--- src/rtl/cellrv32_wb_sram.sv ---
// Wishbone slave bridging a power-of-two address window onto an asynchronous 16-bit SRAM.
// Each 32-bit access becomes up to two halfword cycles (SETUP/STROBE/HOLD) with programmable wait states.
module cellrv32_wb_sram #(
  parameter logic [31:0] BASE_ADDR   = 32'h9000_0000,
  parameter int          SIZE_BYTES  = 1048576,
  parameter int          WAIT_STATES = 2,
  parameter bit          PIPE_MODE   = 1'b0,
  parameter bit          PRIV_ONLY   = 1'b0,
  localparam int         AW          = $clog2(SIZE_BYTES)
) (
  input  logic          clk_i,
  input  logic          rstn_i,
  input  logic [2:0]    wb_tag_i,
  input  logic [31:0]   wb_adr_i,
  input  logic [31:0]   wb_dat_i,
  output logic [31:0]   wb_dat_o,
  input  logic          wb_we_i,
  input  logic [3:0]    wb_sel_i,
  input  logic          wb_stb_i,
  input  logic          wb_cyc_i,
  output logic          wb_ack_o,
  output logic          wb_err_o,
  output logic [AW-2:0] sram_addr_o,
  output logic [15:0]   sram_dq_o,
  input  logic [15:0]   sram_dq_i,
  output logic          sram_dq_oe_o,
  output logic          sram_ce_n_o,
  output logic          sram_oe_n_o,
  output logic          sram_we_n_o,
  output logic          sram_lb_n_o,
  output logic          sram_ub_n_o
);

  typedef enum logic [2:0] {IDLE, SETUP, STROBE, HOLD, RESP} state_t;

  state_t        state;
  logic [AW-1:2] adr_q;
  logic [31:0]   dat_q;
  logic [3:0]    sel_q;
  logic          we_q;
  logic          hi_q;
  logic          hi_pend;
  logic          abort_q;
  logic [3:0]    cnt;
  logic [31:0]   rdata;

  logic hit;
  logic priv_ok;
  logic lo_req;
  logic hi_req;
  logic unused_bits;

  assign hit     = (wb_adr_i[31:AW] == BASE_ADDR[31:AW]);
  assign priv_ok = !PRIV_ONLY || wb_tag_i[0];
  assign lo_req  = |wb_sel_i[1:0];
  assign hi_req  = |wb_sel_i[3:2];

  // Fetch flag and byte offset carry no meaning for a word-organised halfword SRAM;
  // stb is only sampled in IDLE, so classic and pipelined masters share one datapath.
  assign unused_bits = ^{wb_tag_i[2:1], wb_adr_i[1:0], PIPE_MODE};

  always_ff @(posedge clk_i or negedge rstn_i) begin
    if (!rstn_i) begin
      state        <= IDLE;
      adr_q        <= '0;
      dat_q        <= '0;
      sel_q        <= '0;
      we_q         <= 1'b0;
      hi_q         <= 1'b0;
      hi_pend      <= 1'b0;
      abort_q      <= 1'b0;
      cnt          <= '0;
      rdata        <= '0;
      wb_dat_o     <= '0;
      wb_ack_o     <= 1'b0;
      wb_err_o     <= 1'b0;
      sram_addr_o  <= '0;
      sram_dq_o    <= '0;
      sram_dq_oe_o <= 1'b0;
      sram_ce_n_o  <= 1'b1;
      sram_oe_n_o  <= 1'b1;
      sram_we_n_o  <= 1'b1;
      sram_lb_n_o  <= 1'b1;
      sram_ub_n_o  <= 1'b1;
    end else begin
      case (state)
        IDLE: begin
          if (wb_cyc_i && wb_stb_i) begin
            adr_q   <= wb_adr_i[AW-1:2];
            dat_q   <= wb_dat_i;
            sel_q   <= wb_sel_i;
            we_q    <= wb_we_i;
            rdata   <= '0;
            abort_q <= 1'b0;
            if (!hit || !priv_ok) begin
              wb_err_o <= 1'b1;
              state    <= RESP;
            end else if (wb_sel_i == 4'b0000) begin
              wb_ack_o <= 1'b1;
              wb_dat_o <= '0;
              state    <= RESP;
            end else begin
              // Start with the low halfword when any low lane is enabled, else go straight to HI.
              state        <= SETUP;
              hi_q         <= !lo_req;
              hi_pend      <= lo_req && hi_req;
              sram_ce_n_o  <= 1'b0;
              sram_addr_o  <= {wb_adr_i[AW-1:2], !lo_req};
              sram_lb_n_o  <= lo_req ? ~wb_sel_i[0] : ~wb_sel_i[2];
              sram_ub_n_o  <= lo_req ? ~wb_sel_i[1] : ~wb_sel_i[3];
              sram_dq_oe_o <= wb_we_i;
              if (wb_we_i) begin
                sram_dq_o <= lo_req ? wb_dat_i[15:0] : wb_dat_i[31:16];
              end
            end
          end
        end

        SETUP: begin
          state <= STROBE;
          cnt   <= 4'(WAIT_STATES);
          if (!wb_cyc_i) begin
            abort_q <= 1'b1;
          end
          if (we_q) begin
            sram_we_n_o <= 1'b0;
          end else begin
            sram_oe_n_o <= 1'b0;
          end
        end

        STROBE: begin
          if (!wb_cyc_i) begin
            abort_q <= 1'b1;
          end
          // Read data is sampled on the same edge that releases oe_n, while the SRAM still drives it.
          if (cnt == 4'd0) begin
            state       <= HOLD;
            sram_we_n_o <= 1'b1;
            sram_oe_n_o <= 1'b1;
            if (!we_q) begin
              if (hi_q) begin
                rdata[31:16] <= sram_dq_i;
              end else begin
                rdata[15:0] <= sram_dq_i;
              end
            end
          end else begin
            cnt <= cnt - 4'd1;
          end
        end

        HOLD: begin
          if (!wb_cyc_i || abort_q) begin
            state        <= IDLE;
            sram_ce_n_o  <= 1'b1;
            sram_dq_oe_o <= 1'b0;
            sram_lb_n_o  <= 1'b1;
            sram_ub_n_o  <= 1'b1;
          end else if (hi_pend) begin
            state       <= SETUP;
            hi_q        <= 1'b1;
            hi_pend     <= 1'b0;
            sram_addr_o <= {adr_q, 1'b1};
            sram_lb_n_o <= ~sel_q[2];
            sram_ub_n_o <= ~sel_q[3];
            if (we_q) begin
              sram_dq_o <= dat_q[31:16];
            end
          end else begin
            state        <= RESP;
            wb_ack_o     <= 1'b1;
            wb_dat_o     <= rdata;
            sram_ce_n_o  <= 1'b1;
            sram_dq_oe_o <= 1'b0;
            sram_lb_n_o  <= 1'b1;
            sram_ub_n_o  <= 1'b1;
          end
        end

        RESP: begin
          state    <= IDLE;
          wb_ack_o <= 1'b0;
          wb_err_o <= 1'b0;
          wb_dat_o <= '0;
        end

        default: state <= IDLE;
      endcase
    end
  end

endmodule
--- config.mk ---
export PLATFORM = sky130hd
export DESIGN_NAME = cellrv32_wb_sram
export DESIGN_NICKNAME = d
export VERILOG_FILES = /design/src/rtl/cellrv32_wb_sram.sv
export SDC_FILE = /design/constraint.sdc
export NUM_CORES = 1
export LEC_CHECK = 0
export CAP_MARGIN = 20
export CELL_PAD_IN_SITES_DETAIL_PLACEMENT = 0
export CELL_PAD_IN_SITES_GLOBAL_PLACEMENT = 1
export CORE_UTILIZATION = 42
export DETAILED_ROUTE_END_ITERATION = 12
export HOLD_SLACK_MARGIN = 0.03
export PLACE_DENSITY_LB_ADDON = 0.1
export SLEW_MARGIN = 20
export SYNTH_ARGS = -nofsm -noshare
export SYNTH_HDL_FRONTEND = slang
export SYNTH_SLANG_ARGS = --single-unit
--- constraint.sdc ---
create_clock -name clk_i -period 3.7 [get_ports clk_i]
set_input_delay 0.555 -clock clk_i [delete_from_list [all_inputs] [get_ports clk_i]]
set_output_delay 0.555 -clock clk_i [all_outputs]
set_load 0.05 [all_outputs]
# Word-level counts from Yosys, hierarchy flattened
# Cells that the tools add are included.
[classes]
n_addsub = 1
mux = 89
bitwise_logic = 6
n_eq_ne = 24
n_reduce_logical = 32
[op_table]
columns = ["operator", "count"]
rows = [
  ["2-to-1 mux 32 bit", 8],
  ["2-to-1 mux 16 bit", 10],
  ["one-hot mux 32 bit (3 select lines)", 1],
  ["2-to-1 mux 19 bit", 5],
  ["one-hot mux 32 bit (2 select lines)", 1],
  ["2-to-1 mux 1 bit", 42],
  ["one-hot mux 19 bit (2 select lines)", 1],
  ["inequality test 2 bit (second input constant)", 18],
  ["one-hot mux 16 bit (2 select lines)", 1],
  ["one-hot mux 1 bit (2 select lines)", 10],
  ["AND reduction 5 bit", 4],
  ["2-to-1 mux 3 bit", 6],
  ["== test 12 bit (second input constant)", 1],
  ["one-hot mux 3 bit (4 select lines)", 1],
  ["AND reduction 3 bit", 4],
  ["AND reduction 6 bit", 2],
  ["nonzero test 2 bit", 5],
  ["zero test 4 bit", 2],
  ["one-hot mux 4 bit (2 select lines)", 1],
  ["AND reduction 8 bit", 1],
  ["== test 3 x 2 -> 1 bit (second input constant)", 2],
  ["inverter 1 bit", 6],
  ["AND reduction 2 bit", 3],
  ["OR reduction 2 bit", 3],
  ["12 further kinds", 14],
]
[word_totals]
wordCells = 174
out_inout_bits = 75
inputBits = 92
ff_bits = 172

# Longest topological paths before layout
# Gate-level depths: netlist of run 1.
[depth]
ltp_word = 7
mapped_depth = 8

# Worst setup path after synthesis of run 1
# No wires, ideal clock.
[synth_path]
kind = "input port to flip-flop"
from = "input port wb_adr_i[22]"
to = "register wb_dat_o[11]"
slack_ns = 1.529
path_stages = 5
t_required_ns = 3.572
t_arrival_ns = 2.044
setup_ns = 0.128
n_path_buf = 1
cell_sequence = "nor4_1 nand4_1 a22oi_4 buf_6 mux2_1"
[synth_between]
elab_chain_cells = 3
[synth_rtl]
columns = ["element", "line", "source"]
rows = [
  ["from (decl)", "14", "input logic [31:0] wb_adr_i,"],
  ["== test 12 bit", "53", "assign hit = (wb_adr_i[31:AW] == BASE_ADDR[31:AW]);"],
  ["inequality test 2 bit (no source line)", "-", ""],
  ["AND reduction 6 bit (no source line)", "-", ""],
  ["to (signal assigned)", "173", "wb_dat_o <= rdata;"],
  ["to (decl)", "16", "output logic [31:0] wb_dat_o,"],
]
# Every way passes these cells.
# A chain may end at the register's enable or synchronous reset.

# Worst setup path in the final report of run 1
[layout_path]
from = "input port wb_adr_i[22]"
to = "register wb_dat_o[0]"
# Same word-level chain as after synthesis.

==> impl_metrics.csv, run 1 <==
group,metric,value,unit
outcome,status,"complete, no violations",
clock_tree,cts.path.max_buffers,2,
synthesis,synth_most_common_cell,"dfrtp_1",
setup_path,crit_buf_inv,2,
setup_path,required,4.01,ns
setup_path,path_max_fanout,32,
drt,drcViolationCount,0,
clock_tree,numClockSinks,153,
die,die_w,132,um
synthesis,yosys_most_used_dff,"dfrtp_1",
die,start_util,43.0,%
finish,area_growth,33.1,%
power_and_ir_drop,cellPowerDensity,535,nW/um^2
clock_tree,ctsHoldBuffers,0,
synthesis,synth_edf_count,0,
hold_path,hold_class,"in -> async",
drt,routed_wl,16.6,mm
synthesis,synth_seq_cells,153,
synthesis,yosys_warnings,0,
die,rows,47,
clock_tree,ctsRootBufferMaster,"clkbuf_16",
placement,port-buffer-count,161,
power_and_ir_drop,irDropWorstVdd,394,uV
timing,finalCriticalPeriod,2.52,ns
grt,grt.total_usage,20.1,%
setup_path,crit_family,"simple AND/OR/NAND/NOR gates",
setup_path,slowest_stage,"nor4_1",
synthesis,syn_area,7130,sq um
setup_path,critical_path_class,"in -> reg",
timing,rsz0062_at_grt,"no",
grt,first_global_vias,5505,
timing,fin_skew,0.00849,ns
timing,holdWs,0.0542,ns
flow_run,cap_violations,0,
drt,wl_per_cell,16.1,um
synthesis,syn-instance-count,645,
drt,viasPerCell,5.00,
setup_path,r2r_setup_slack,1.20,ns
clock_tree,path_clk_slew,0.06,ns
synthesis,yosys.area.top_type,"dfrtp_1",
synthesis,async_reset_ff_share,100,%
clock_tree,clkLatencyLatePin,0.42,ns
finish,drive_gt1_share,16.7,%
grt,grt_pass1_wl,27.9,mm
synthesis,synth_common_cells,"148 x dfrtp_1, 138 x nand2_1, 56 x mux2_2",
finish,n_fill_cell,1495,
setup_path,worstPathArrival,2.83,ns
clock_tree,post_cts_resized,0,
grt,grt_max_degree,80,
timing,relSlewSlack,32.6,%
finish,regArea,3830,sq um
grt,grt-ovfl-total,0,
finish,fin_nets,891,
timing,clock.fmax,0.397,GHz
clock_tree,cts_setup_buffers,0,
synthesis,synth-seq-area-share,53.8,%
power_and_ir_drop,p_leak,4.08,nW
synthesis,synth.area.top_cells,"dfrtp_1 52%, mux2_2 8.8%, nand2_1 7.3%",
die,core-area,16600,sq um
clock_tree,cts_buffers,17,
drt,num_vias,5155,
die,chipHeight,132,um
drt,first_pass_iters,6,
setup_path,crit_chain,"clkdlybuf4s50_1 -> nor4_1 -> nand4_1 -> a22oi_4 -> buf_12 -> mux2_2",
synthesis,synth.distinct_cells,56,
placement,dp_hpwl,11.2,mm
clock_tree,cts_tree,"built",
clock_tree,htree_levels,4,
finish,diodes,0,
timing,fin_crit_sh,68.2,%
synthesis,syn-num-nets,739,
drt,ant_nets,0,
finish,multiInputGateArea,2930,sq um
timing,setup_violations,0,
timing,maxSlewViolCount,0,
setup_path,cp_slowest_stage_delay,0.48,ns
drt,drtIter0Drc,193,
setup_path,cp-end-kind,"register",
grt,antenna_found_initial,0,
die,ios,167,
die,dieArea,17500,sq um
timing,hold_viol,0,
synthesis,yosys.area.top_type_share,52.0,%
placement,routabilityCongestion,0.753,
synthesis,synth.avg_cell_area,11.0,sq um
timing,tightest_slew,1.01,ns
setup_path,start_kind,"primary input",
timing,totalNegativeSetupSlack,0,ns
[cell families (layout without fill, tap and decap cells)]
logic type	Yosys count	after routing	synth area share, %
flops	153	153	53.8
fa+ha+maj	2	2	0.351
mux	138	138	22.0
buf+inv	77	242	5.07
xor+xnor	1	1	0.123
simple gates	196	196	11.7
compound gates	78	78	6.92
[flip-flops by register name, indices dropped and copies added (netlist names)]
name	cells
rdata	32
wb_dat_o	32
adr_q	18
sram_addr_o	18
dat_q	16
sram_dq_o	16
cnt	4
state	3
sel_q	2
abort_q	1
hi_pend	1
hi_q	1
sram_ce_n_o	1
sram_dq_oe_o	1
sram_lb_n_o	1
sram_oe_n_o	1
sram_ub_n_o	1
sram_we_n_o	1
wb_ack_o	1
wb_err_o	1
we_q	1
[cell type report]
type | instances | area share, %
clock buffers | 18 | 4.53
flip-flops and latches | 153 | 40.4
repair buffers | 174 | 18.3
multi-input cells | 415 | 30.9
well taps | 220 | 2.90
clock inverters | 14 | 1.49
inverters | 36 | 1.42
[worst reg2reg max path: cells and delay by family, from the launching register on]
family / cells / cell delay (ns)
buffers and inverters: 2 / 0.80
DFF: 1 / 0.76
and+or+nand+nor: 2 / 0.42
muxes: 1 / 0.41
[through the flow]
stage / power, mW / area (sq um) / setup slack [ns] / util (%) / std cells
global placement: 3.41 / 8910 / 0.782 / 53.7 / 998
finish: 5.07 / 9480 / 1.18 / 57.2 / 1030
detailed placement: 3.44 / 8910 / 0.774 / 53.7 / 998
CTS: 5.14 / 9480 / 1.19 / 57.2 / 1030
global route: 5.28 / 9480 / 1.02 / 57.2 / 1030
floorplan: 2.91 / 7130 / 1.53 / - / 645
[final timing paths]
path	depth (start not counted)	end	start
worst min-delay path	1	wb_dat_o[27]	rstn_i
max in group asynchronous	2	dat_q[21]	rstn_i
worst min register to register	1	wb_dat_o[5]	wb_dat_o[5]
min in group clk_i	1	wb_dat_o[5]	wb_dat_o[5]
worst max-delay path	6	wb_dat_o[0]	wb_adr_i[22]
worst max register to register	5	adr_q[19]	state[0]
[routing by layer]
metal,vias to the layer above,wire [um],track usage [%]
met1,2544,7060,23.6
met4,0,269,7.22
met2,121,8250,34.9
met3,19,1010,6.11
met5,-,0,0
li1,2471,-,-
[placed cells by master, fill, tap and decap left out, types with 3 or more instances in the layout]
| master | count |
|---|---|
| a21oi_1 | 12 |
| a2bb2oi_1 | 3 |
| a32oi_1 | 3 |
| buf_4 | 11 |
| clkbuf_16 | 17 |
| clkdlybuf4s50_1 | 160 |
| clkinv_4 | 4 |
| clkinvlp_4 | 4 |
| dfrtp_1 | 148 |
| dfstp_2 | 5 |
| inv_1 | 36 |
| inv_6 | 4 |
| mux2_1 | 14 |
| mux2_2 | 56 |
| mux2_4 | 20 |
| mux2i_1 | 48 |
| nand2_1 | 138 |
| nand2b_1 | 3 |
| nor2_1 | 30 |
| nor3_1 | 4 |
| o21ai_0 | 41 |
[power breakdown]
group | internal (mW) | leakage, nW | switching, mW | total (mW)
clock | 0.941 | 0.266 | 0.728 | 1.67
combinational | 0.567 | 1.87 | 0.802 | 1.37
sequential | 1.90 | 1.95 | 0.129 | 2.03
Note: power is estimated with default switching activity, not from simulation.
==> run 2, diff against run 1 <==
--- a/config.mk
+++ b/config.mk
@@ -8,7 +8,7 @@
 export CAP_MARGIN = 20
 export CELL_PAD_IN_SITES_DETAIL_PLACEMENT = 0
 export CELL_PAD_IN_SITES_GLOBAL_PLACEMENT = 1
-export CORE_UTILIZATION = 42
+export CORE_UTILIZATION = 39
 export DETAILED_ROUTE_END_ITERATION = 12
 export HOLD_SLACK_MARGIN = 0.03
 export PLACE_DENSITY_LB_ADDON = 0.1
==> constraint.sdc (replaced) <==
create_clock -name clk_i -period 2.5 [get_ports clk_i]
set_input_delay 0.375 -clock clk_i [delete_from_list [all_inputs] [get_ports clk_i]]
set_output_delay 0.375 -clock clk_i [all_outputs]
set_load 0.05 [all_outputs]
==> impl_metrics.csv, run 2 (synthesis gave the netlist of run 1 again) <==
group,metric,value,unit
outcome,status,"complete, no violations",
finish,layout_common_cells,"160 x clkdlybuf4s50_1, 148 x dfrtp_1, 138 x nand2_1",
finish,regArea,3830,sq um
drt,wl_per_cell,15.9,um
clock_tree,path_clk_slew,0.06,ns
flow_run,cap_violations,0,
clock_tree,clkLatencyLatePin,0.42,ns
drt,num_vias,5202,
finish,area_growth,36.4,%
die,die_w,137,um
clock_tree,numClockSinks,153,
timing,rsz0062_at_grt,"no",
setup_path,worstPathArrival,1.77,ns
timing,finalCriticalPeriod,2.14,ns
die,ios,167,
setup_path,path_max_fanout,3,
clock_tree,cts_buffers,17,
die,chipHeight,137,um
power_and_ir_drop,cellPowerDensity,784,nW/um^2
power_and_ir_drop,p_total,7.62,mW
power_and_ir_drop,irDropWorstVdd,500,uV
clock_tree,htree_levels,4,
drt,viasPerCell,4.90,
clock_tree,cts_setup_buffers,0,
placement,port-buffer-count,161,
timing,fin_skew,0.00998,ns
die,core-area,18000,sq um
finish,fin_util,54.1,%
timing,setup_ws,0.355,ns
grt,antenna_found_initial,0,
finish,fin_nets,914,
placement,dp_hpwl,11.6,mm
timing,relSlewSlack,51.6,%
timing,maxSlewViolCount,0,
die,rows,49,
placement,post-place-ws,0.00886,ns
finish,layout_commonest_cell,"clkdlybuf4s50_1",
power_and_ir_drop,p_leak,4.24,nW
finish,n_fill_cell,1565,
placement,routabilityCongestion,0.789,
timing,fin_crit_sh,85.8,%
setup_path,crit_buf_inv,1,
setup_path,cp-end-kind,"output pin",
timing,holdWs,0.482,ns
hold_path,hold_class,"reg -> reg",
setup_path,cp_slowest_stage_delay,0.80,ns
timing,setup_violations,0,
clock_tree,cts_tree,"built",
drt,routed_wl,16.9,mm
clock_tree,post_cts_resized,0,
drt,first_pass_iters,4,
finish,multiInputGateArea,2930,sq um
die,start_util,39.7,%
clock_tree,cts.path.max_buffers,2,
drt,ant_nets,0,
finish,drive_gt1_share,19.0,%
grt,grt-ovfl-total,0,
clock_tree,ctsRootBufferMaster,"clkbuf_16",
setup_path,crit_chain,"clkdlybuf4s50_1",
grt,grt_max_degree,72,
setup_path,slowest_stage,"clkdlybuf4s50_1",
grt,first_global_vias,5289,
drt,drtIter0Drc,194,
setup_path,required,2.12,ns
setup_path,critical_path_class,"reg -> out",
timing,hold_viol,0,
timing,totalNegativeSetupSlack,0,ns
timing,clock.fmax,0.466,GHz
finish,layout_top_registers,"rdata x32, wb_dat_o x32",
grt,grt_pass1_wl,26.8,mm
die,dieArea,18800,sq um
finish,diodes,0,
grt,grt.total_usage,18.6,%
drt,drcViolationCount,0,
setup_path,start_kind,"register",
timing,tightest_slew,0.725,ns
setup_path,crit_family,"buffers and inverters",
## run 2: cell types whose count changed in the layout (fill, tap and decap cells not counted)
cell / change
buf_4: +19
clkinvlp_4: -4
buf_12: +3
clkinv_2: +3
clkinv_4: -3
inv_8: +3
clkbuf_1: -1
clkinv_8: +1
dlygate4sd3_1: +1
inv_6: +1
## run 2: layer usage
metal / vias up / routed length (um) / global-route usage (%)
li1: 2513 / - / -
met1: 2546 / 7690 / 23.5
met2: 125 / 8000 / 30.7
met3: 18 / 959 / 5.08
met4: 0 / 255 / 6.59
met5: - / 0 / 0
## run 2: path summary, 6_finish.rpt
check / startpoint / depth (start not counted) / slack (ns) / to
setup reg to reg: state[1] / 5 / 0.43 / sram_addr_o[2]
setup / recovery: sram_oe_n_o / 1 / 0.36 / sram_oe_n_o
hold / removal: wb_dat_o[10] / 1 / 0.48 / wb_dat_o[10]
min in group asynchronous: rstn_i / 2 / 0.52 / cnt[0]
hold reg to reg: wb_dat_o[10] / 1 / 0.48 / wb_dat_o[10]
max in group asynchronous: rstn_i / 3 / 1.20 / wb_dat_o[20]
## run 2: final cells by class
| class | count | share of cell area (%) |
|---|---|---|
| sequential | 153 | 39.5 |
| multi-input combinational | 415 | 30.2 |
| timing repair buffer | 197 | 20.0 |
| clock buffer | 17 | 4.38 |
| tap | 229 | 2.95 |
| clock inverter | 15 | 1.63 |
| inverter | 36 | 1.39 |
## run 2: power by group
| group | leakage [nW] | switching [mW] | internal [mW] |
|---|---|---|---|
| combinational | 2.00 | 1.19 | 0.857 |
| sequential | 1.95 | 0.196 | 2.81 |
| clock | 0.293 | 1.14 | 1.42 |
## run 2: per-stage QoR
stage | instance area [sq um] | std cells
floorplan | 7130 | 645
global placement | 9130 | 1029
detailed placement | 9130 | 1029
CTS | 9720 | 1062
global route | 9720 | 1062
finish | 9720 | 1062
## run 2: repair_timing
action | 4_1_cts | 5_1_grt
endpoints found under the setup margin | 0 | 0
hold buffers | 1 | 0
hold endpoints to repair | 52 | 0
==> run 3, diff against run 2 <==
--- a/config.mk
+++ b/config.mk
@@ -5,6 +5,7 @@
 export SDC_FILE = /design/constraint.sdc
 export NUM_CORES = 1
 export LEC_CHECK = 0
+export ABC_CLOCK_PERIOD_IN_PS = 2500
 export CAP_MARGIN = 20
 export CELL_PAD_IN_SITES_DETAIL_PLACEMENT = 0
 export CELL_PAD_IN_SITES_GLOBAL_PLACEMENT = 1
==> results of run 3 <==
Final layout, timing and power as in run 2 (identical DEF).
